`config.mk`:
```
export PLATFORM = sky130hd
export DESIGN_NAME = cacheline_adaptor
export DESIGN_NICKNAME = d
export VERILOG_FILES = /design/src/rtl/cacheline_adaptor_pkg.sv /design/src/rtl/cacheline_adaptor.sv
export SDC_FILE = /design/constraint.sdc
export NUM_CORES = 1
export LEC_CHECK = 0
export CORE_AREA = 2 2 277 279
export CTS_CLUSTER_DIAMETER = 150
export DETAILED_ROUTE_END_ITERATION = 8
export DIE_AREA = 0 0 279 281
export PLACE_DENSITY = 0.59
export SLEW_MARGIN = 15
export SYNTH_ARGS = -nofsm -noshare
export SYNTH_HDL_FRONTEND = slang
export SYNTH_SLANG_ARGS = --single-unit
```
`constraint.sdc`:
```
create_clock -name clk -period 2.2 [get_ports clk]
set_input_delay 0.66 -clock clk [delete_from_list [all_inputs] [get_ports clk]]
set_output_delay 0.66 -clock clk [all_outputs]
set_load 0.03 [all_outputs]
```
`src/rtl/cacheline_adaptor_pkg.sv`:
```
// Shared types and constants for the cache-line to DRAM-burst adaptor.
// The beat count and counter width are derived from the default line and burst widths.
package cacheline_adaptor_types;

    localparam int S_LINE   = 256;
    localparam int S_BURST  = 64;
    localparam int S_OFFSET = 5;
    localparam int BEATS    = S_LINE / S_BURST;
    localparam int CNT_W    = $clog2(BEATS);

    typedef enum logic [2:0] {
        IDLE,
        READ,
        READ_DONE,
        WRITE,
        WRITE_DONE
    } state_t;

endpackage

```
`src/rtl/cacheline_adaptor.sv`:
```
// Converts one 256-bit cache line read/write into a 4-beat 64-bit memory burst.
// Handshake: read_i/write_i are held by the cache until resp_o; memory strobes resp_i once per beat.
module cacheline_adaptor
    import cacheline_adaptor_types::*;
#(
    parameter int s_line   = S_LINE,
    parameter int s_burst  = S_BURST,
    parameter int s_offset = S_OFFSET
) (
    input  logic                clk,
    input  logic                rst,
    input  logic [31:0]         address_i,
    input  logic [s_line-1:0]   line_i,
    output logic [s_line-1:0]   line_o,
    input  logic                read_i,
    input  logic                write_i,
    output logic                resp_o,
    output logic [31:0]         address_o,
    input  logic [s_burst-1:0]  burst_i,
    output logic [s_burst-1:0]  burst_o,
    output logic                read_o,
    output logic                write_o,
    input  logic                resp_i
);

    state_t                 state_q;
    logic [CNT_W-1:0]       cnt_q;
    logic [s_line-1:0]      buf_q;
    logic                   last_beat;

    assign last_beat = (cnt_q == CNT_W'(BEATS - 1));

    always_ff @(posedge clk) begin
        if (rst) begin
            state_q   <= IDLE;
            cnt_q     <= '0;
            buf_q     <= '0;
            line_o    <= '0;
            burst_o   <= '0;
            address_o <= '0;
            read_o    <= 1'b0;
            write_o   <= 1'b0;
            resp_o    <= 1'b0;
        end else begin
            case (state_q)
                IDLE: begin
                    resp_o <= 1'b0;
                    // A simultaneous read and write resolves to the write.
                    if (write_i || read_i) begin
                        address_o <= {address_i[31:s_offset], {s_offset{1'b0}}};
                        buf_q     <= line_i;
                        burst_o   <= line_i[s_burst-1:0];
                        cnt_q     <= '0;
                        if (write_i) begin
                            state_q <= WRITE;
                            write_o <= 1'b1;
                        end else begin
                            state_q <= READ;
                            read_o  <= 1'b1;
                        end
                    end
                end
                READ: begin
                    if (resp_i) begin
                        line_o[s_burst*int'(cnt_q) +: s_burst] <= burst_i;
                        cnt_q <= cnt_q + 1'b1;
                        if (last_beat) begin
                            state_q <= READ_DONE;
                            read_o  <= 1'b0;
                            resp_o  <= 1'b1;
                        end
                    end
                end
                READ_DONE: begin
                    resp_o  <= 1'b0;
                    state_q <= IDLE;
                end
                WRITE: begin
                    if (resp_i) begin
                        cnt_q <= cnt_q + 1'b1;
                        if (last_beat) begin
                            state_q <= WRITE_DONE;
                            write_o <= 1'b0;
                            resp_o  <= 1'b1;
                        end else begin
                            // Shift buffer: the next beat always sits just above the current one.
                            buf_q   <= buf_q >> s_burst;
                            burst_o <= buf_q[2*s_burst-1:s_burst];
                        end
                    end
                end
                WRITE_DONE: begin
                    resp_o  <= 1'b0;
                    state_q <= IDLE;
                end
                default: begin
                    state_q <= IDLE;
                    read_o  <= 1'b0;
                    write_o <= 1'b0;
                    resp_o  <= 1'b0;
                end
            endcase
        end
    end

endmodule

```
### Yosys cells after proc, flatten, opt, wreduce, memory -nomap -nowiden

Index checks and enable logic that the tools add are counted.

| word-level totals | value |
|---|---|
| output and inout bits | 355 |
| bits in registers | 611 |
| input bits | 357 |
| word-level logic and storage cells | 73 |

| operators by class | value |
|---|---|
| bitwise operators | 3 |
| $add $sub $neg | 2 |
| mux-type cells | 27 |
| equal/unequal tests | 14 |
| reduce and logical (&&, ||, !) cells | 16 |
| shift-type cells | 2 |

Operators with widths:

| cell | number |
|---|---|
| 2-to-1 mux 256 bit | 3 |
| one-hot mux 256 bit (2 select lines) | 1 |
| bitwise mux 256 bit | 1 |
| variable shift 64 x 33 -> 256 bit, first input constant | 1 |
| indexed part select 64 x 33 -> 256 bit | 1 |
| 2-to-1 mux 64 bit | 3 |
| one-hot mux 64 bit (2 select lines) | 1 |
| negator 8 -> 33 bit | 1 |
| inequality test 2 bit, second input constant | 8 |
| 2-to-1 mux 3 bit | 5 |
| AND reduction 5 bit | 3 |
| one-hot mux 3 bit (3 select lines) | 1 |
| == test 3 x 2 -> 1 bit, second input constant | 2 |
| 2-to-1 mux 1 bit | 6 |
| 2-to-1 mux 2 bit | 3 |
| one-hot mux 1 bit (3 select lines) | 2 |
| AND reduction 2 bit | 3 |
| OR reduction 3 bit | 2 |
| one-hot mux 2 bit (2 select lines) | 1 |
| AND reduction 4 bit | 1 |
| nonzero test 2 bit | 2 |
| OR reduction 2 bit | 2 |
| == test 3 x 1 -> 1 bit, second input constant | 1 |
| == test 3 bit, second input constant | 1 |
| 7 further kinds | 9 |

### Logic depth before layout (Yosys ltp)

| depth | value |
|---|---|
| word-level depth | 4 |
| mapped depth | 9 |
| gate-level depth less buffers | 6 |

### Worst setup path before layout

No wires, ideal clock.

| timing path | value |
|---|---|
| path kind | register -> register |
| start point | register cnt_q[0] |
| end point | register line_o[209] |
| arrival time | 2,029 ps |
| path buffers | 2 |
| stages on the path, launching flop included | 9 |
| required time | 2,135 ps |
| setup slack | 106 ps |
| period minus slack after synthesis | 2,094 ps |
| setup time | 65 ps |
| cell sequence | dfxtp_1 inv_1 ha_1 nor3b_1 and4b_1 clkbuf_1 buf_2 a22oi_1 nor2_1 |

| between the ends | value |
|---|---|
| cells in the longest elaborated chain, start to end | 3 |
| elaborated cells between the ends (all ways) | 4 |
| those cells by class | 1 x add/sub; 2 x shift; 1 x mux |

Ends and longest elaborated chain:

| item | line | text |
|---|---|---|
| start: declaration | cacheline_adaptor.sv:27 | `logic [CNT_W-1:0] cnt_q;` |
| start signal: assignment | cacheline_adaptor.sv:66 | `cnt_q <= cnt_q + 1'b1;` |
| start signal: assignment | cacheline_adaptor.sv:80 | `cnt_q <= cnt_q + 1'b1;` |
| negator 8 -> 33 bit (*) | cacheline_adaptor.sv:65 | `line_o[s_burst*int'(cnt_q) +: s_burst] <= burst_i;` |
| indexed part select 64 x 33 -> 256 bit or variable shift 64 x 33 -> 256 bit (tied branches) | cacheline_adaptor.sv:65 |  |
| bitwise mux 256 bit (*) | cacheline_adaptor.sv:65 |  |
| end signal: indexed assignment | cacheline_adaptor.sv:65 |  |
| end: declaration | cacheline_adaptor.sv:14 | `output logic [s_line-1:0] line_o,` |

Mark *: on every way between the ends. The rest lies on a longest branch, timed or not.
A chain may end at the register's enable or synchronous reset.

### Final worst setup path

| timing path | value |
|---|---|
| start point | register line_o[97] |
| end point | output port line_o[97] |

No word-level cell between the ends.

==> qor.csv <==
stage,metric,value,unit
run_status,outcome,finished clean,
critical_path,timing.rr.start,cnt_q[0],
placed_design,gp_congestion,0.8707,
job,max-cap-violations,0,
floorplanning,die-height,281,um
clock_tree,cts_buffers,61,
sta,setup_viol,0,
global_routing,overflow,0,
worst_hold_path,holdCritPathClass,in2reg,
yosys,synth_edf_count,0,
routing,viasPerCell,4.909,
clock_tree,path_clk_slew,60,ps
final_layout,multi_input_area,0.009612,mm^2
sta,report.final.slew_viol_count,0,
sta,min_period,2173,ps
yosys,ys_types,38,
clock_tree,root_buffer,clkbuf_16,
pwr,p_leak,0.01297,uW
clock_tree,ctsHtreeMaxLevel,2,
routing,drt_iter0_markers,1385,
routing,drtAntennaViolNets,0,
critical_path,critical-path-top-delay-family,buffers and inverters,
clock_tree,cts_tree,done,
yosys,ys_warn_count,0,
sta,rsz0062_at_grt,no,
critical_path,crit_required,1540,ps
critical_path,critical_path_class,reg2out,
clock_tree,cts_max_path_buffers,3,
floorplanning,start_util,0.2931,
pwr,total_power,26610,uW
critical_path,cp_cell_sequence,dlygate4sd2_1,
routing,route.detailed.drc,0,
yosys,synth-seq-area-share,0.4952,
final_layout,utilization,0.4252,
final_layout,final_cell_mix,"735 x nand2_1, 547 x dfxtp_1, 350 x clkdlybuf4s50_1",
global_routing,grt_start_max_net_pins,89,
sta,fmax,460.1,MHz
yosys,yosys.area.top_type,dfxtp_1,
sta,hold_violations,0,
yosys,synth_area_leaders,"dfxtp_1 50%, nand2_1 13%, a21oi_1 7.4%",
critical_path,critPathBufInv,1,
placed_design,dp_hpwl,61.54,mm
clock_tree,cts.sinks,547,
pwr,peakVddDrop,0.0005449,V
final_layout,fill_cells,7678,
final_layout,area_delta_synth_final,45.05,%
sta,finalCritPeriodShare,0.9879,
global_routing,grt_first_pass_wirelength,124.9,mm
placed_design,dp_slack,-406.8,ps
critical_path,critPathLaunch,line_o[97],
final_layout,layout_commonest_cell,nand2_1,
placed_design,portBuffers,701,
clock_tree,clock_latency,660,ps
sta,setup_ws,26.68,ps
critical_path,startpoint_type,register,
yosys,yosys_register_bits,547,
final_layout,nNetsFinal,3651,
yosys,synthFlopType,dfxtp_1,
floorplanning,dieArea,0.07840,mm^2
global_routing,grt_antenna_before_repair,15,
worst_hold_path,holdPathStages,2,
yosys,netlist_area,0.02211,mm^2
global_routing,grt.total_usage,0.2061,
floorplanning,ioPinCount,712,
routing,wl_per_cell,19.78,um
routing,first_pass_iters,5,
routing,drt-total-wl,85.48,mm
critical_path,critPathMaxStageDelay,520,ps
critical_path,cp_num_cells,1,
yosys,yosysTopAreaCellShare,0.4952,
clock_tree,postCtsHoldBufs,0,
pwr,powerDensity,829.5,mW/mm^2
yosys,async_flop_share,0,
routing,num_vias,21220,
floorplanning,die_w,279,um
final_layout,finalNonFillerCells,4322,
floorplanning,core_region_area,0.07544,mm^2
critical_path,cp_slowest_cell,dlygate4sd2_1,
sta,tns,0,ps
floorplanning,rows,101,
critical_path,cp.arrival,1510,ps
critical_path,end_kind,primary output,
sta,fin_skew,51.95,ps
final_layout,seq_area,0.01095,mm^2
global_routing,grt_pass1_vias,19400,
placed_design,dp.cells,4204,
worst_hold_path,hold_start,rst,
yosys,avgSynthCellArea,8.119,um^2
final_layout,drive_gt1_frac,0.1001,
yosys,netlist_instances,2724,
critical_path,r2r_slack,210,ps
critical_path,reg2regPathDepth,7,
critical_path,cp_max_fo,2,
## cell usage after synthesis (2+ instances only)
master	instances
a31oi_1	2
inv_1	4
a311oi_2	90
nor3b_1	3
nand3_1	292
ha_1	5
clkbuf_1	173
and2_1	4
nand2_1	739
a311oi_1	102
a22oi_1	30
o21ai_0	3
or4_1	2
nor3_1	3
buf_2	72
dfxtp_1	547
nor2_1	224
nor4bb_1	2
a21oi_1	328
or2_2	2
buf_4	80
## power breakdown
group	internal, uW	total (uW)	leakage [uW]	switching, uW
Combinational	2050	5080	0.00750	3040
Clock	6020	10400	0.00100	4370
Sequential	10700	11100	0.00447	423
Total	18800	26600	0.0130	7830
## repair_timing
action                                 CTS  global route
endpoints found under the hold margin    0             0
setup endpoints to repair              350            34
buffers inserted                         0             0
gates cloned                             0             0
resized for setup                      357             6
## final timing paths
path	end
setup reg to reg	line_o[150]
setup / recovery	line_o[97]
hold reg to reg	line_o[155]
hold / removal	line_o[226]
## cell type report
| class | instances | area share |
|---|---|---|
| sequential | 547 | 0.3414 |
| multi-input combinational | 1851 | 0.2996 |
| timing repair buffer | 824 | 0.2562 |
| clock buffer | 88 | 0.05480 |
| tap | 978 | 0.03815 |
| clock inverter | 22 | 0.008776 |
| antenna | 8 | 0.0006241 |
| inverter | 4 | 0.0004681 |
## routing by layer
layer	wire length (um)	vias to the layer above	GRT usage
met1	35980	9971	0.2635
met2	40540	671	0.3372
li1	-	10410	-
met3	5702	153	0.04140
met4	3205	8	0.08878
met5	53	-	0
## metrics by stage
step	area (um^2)	hold WS [ps]
global route	32080	365.6
finish	32080	377.1
CTS	32050	358.6
global placement	30440	436.1
floorplan	22130	432.1
detailed placement	30440	442.2
## cell families (layout without fill, tap and decap cells)
kind of cell             count (synthesis)  count (layout)  synth area share
AO/OA/AOI/OAI                          560             560            0.1900
XOR/XNOR                                 1               1         0.0003961
adder cells (fa/ha/maj)                  5               5          0.002829
buffers and inverters                  330             938           0.07366
flip-flops                             547             547            0.4952
multiplexers                             1               1         0.0004526
other                                    1              13         0.0001696
AND/OR/NAND/NOR                       1279            1279            0.2373
## state kept, by name, summed over array words and instances, names as in the netlist
signal     flops
resp_o         1
cnt_q          2
line_o       256
write_o        1
state_q        3
buf_q        193
read_o         1
burst_o       63
address_o     27
Power figures use the tool's default switching activity.
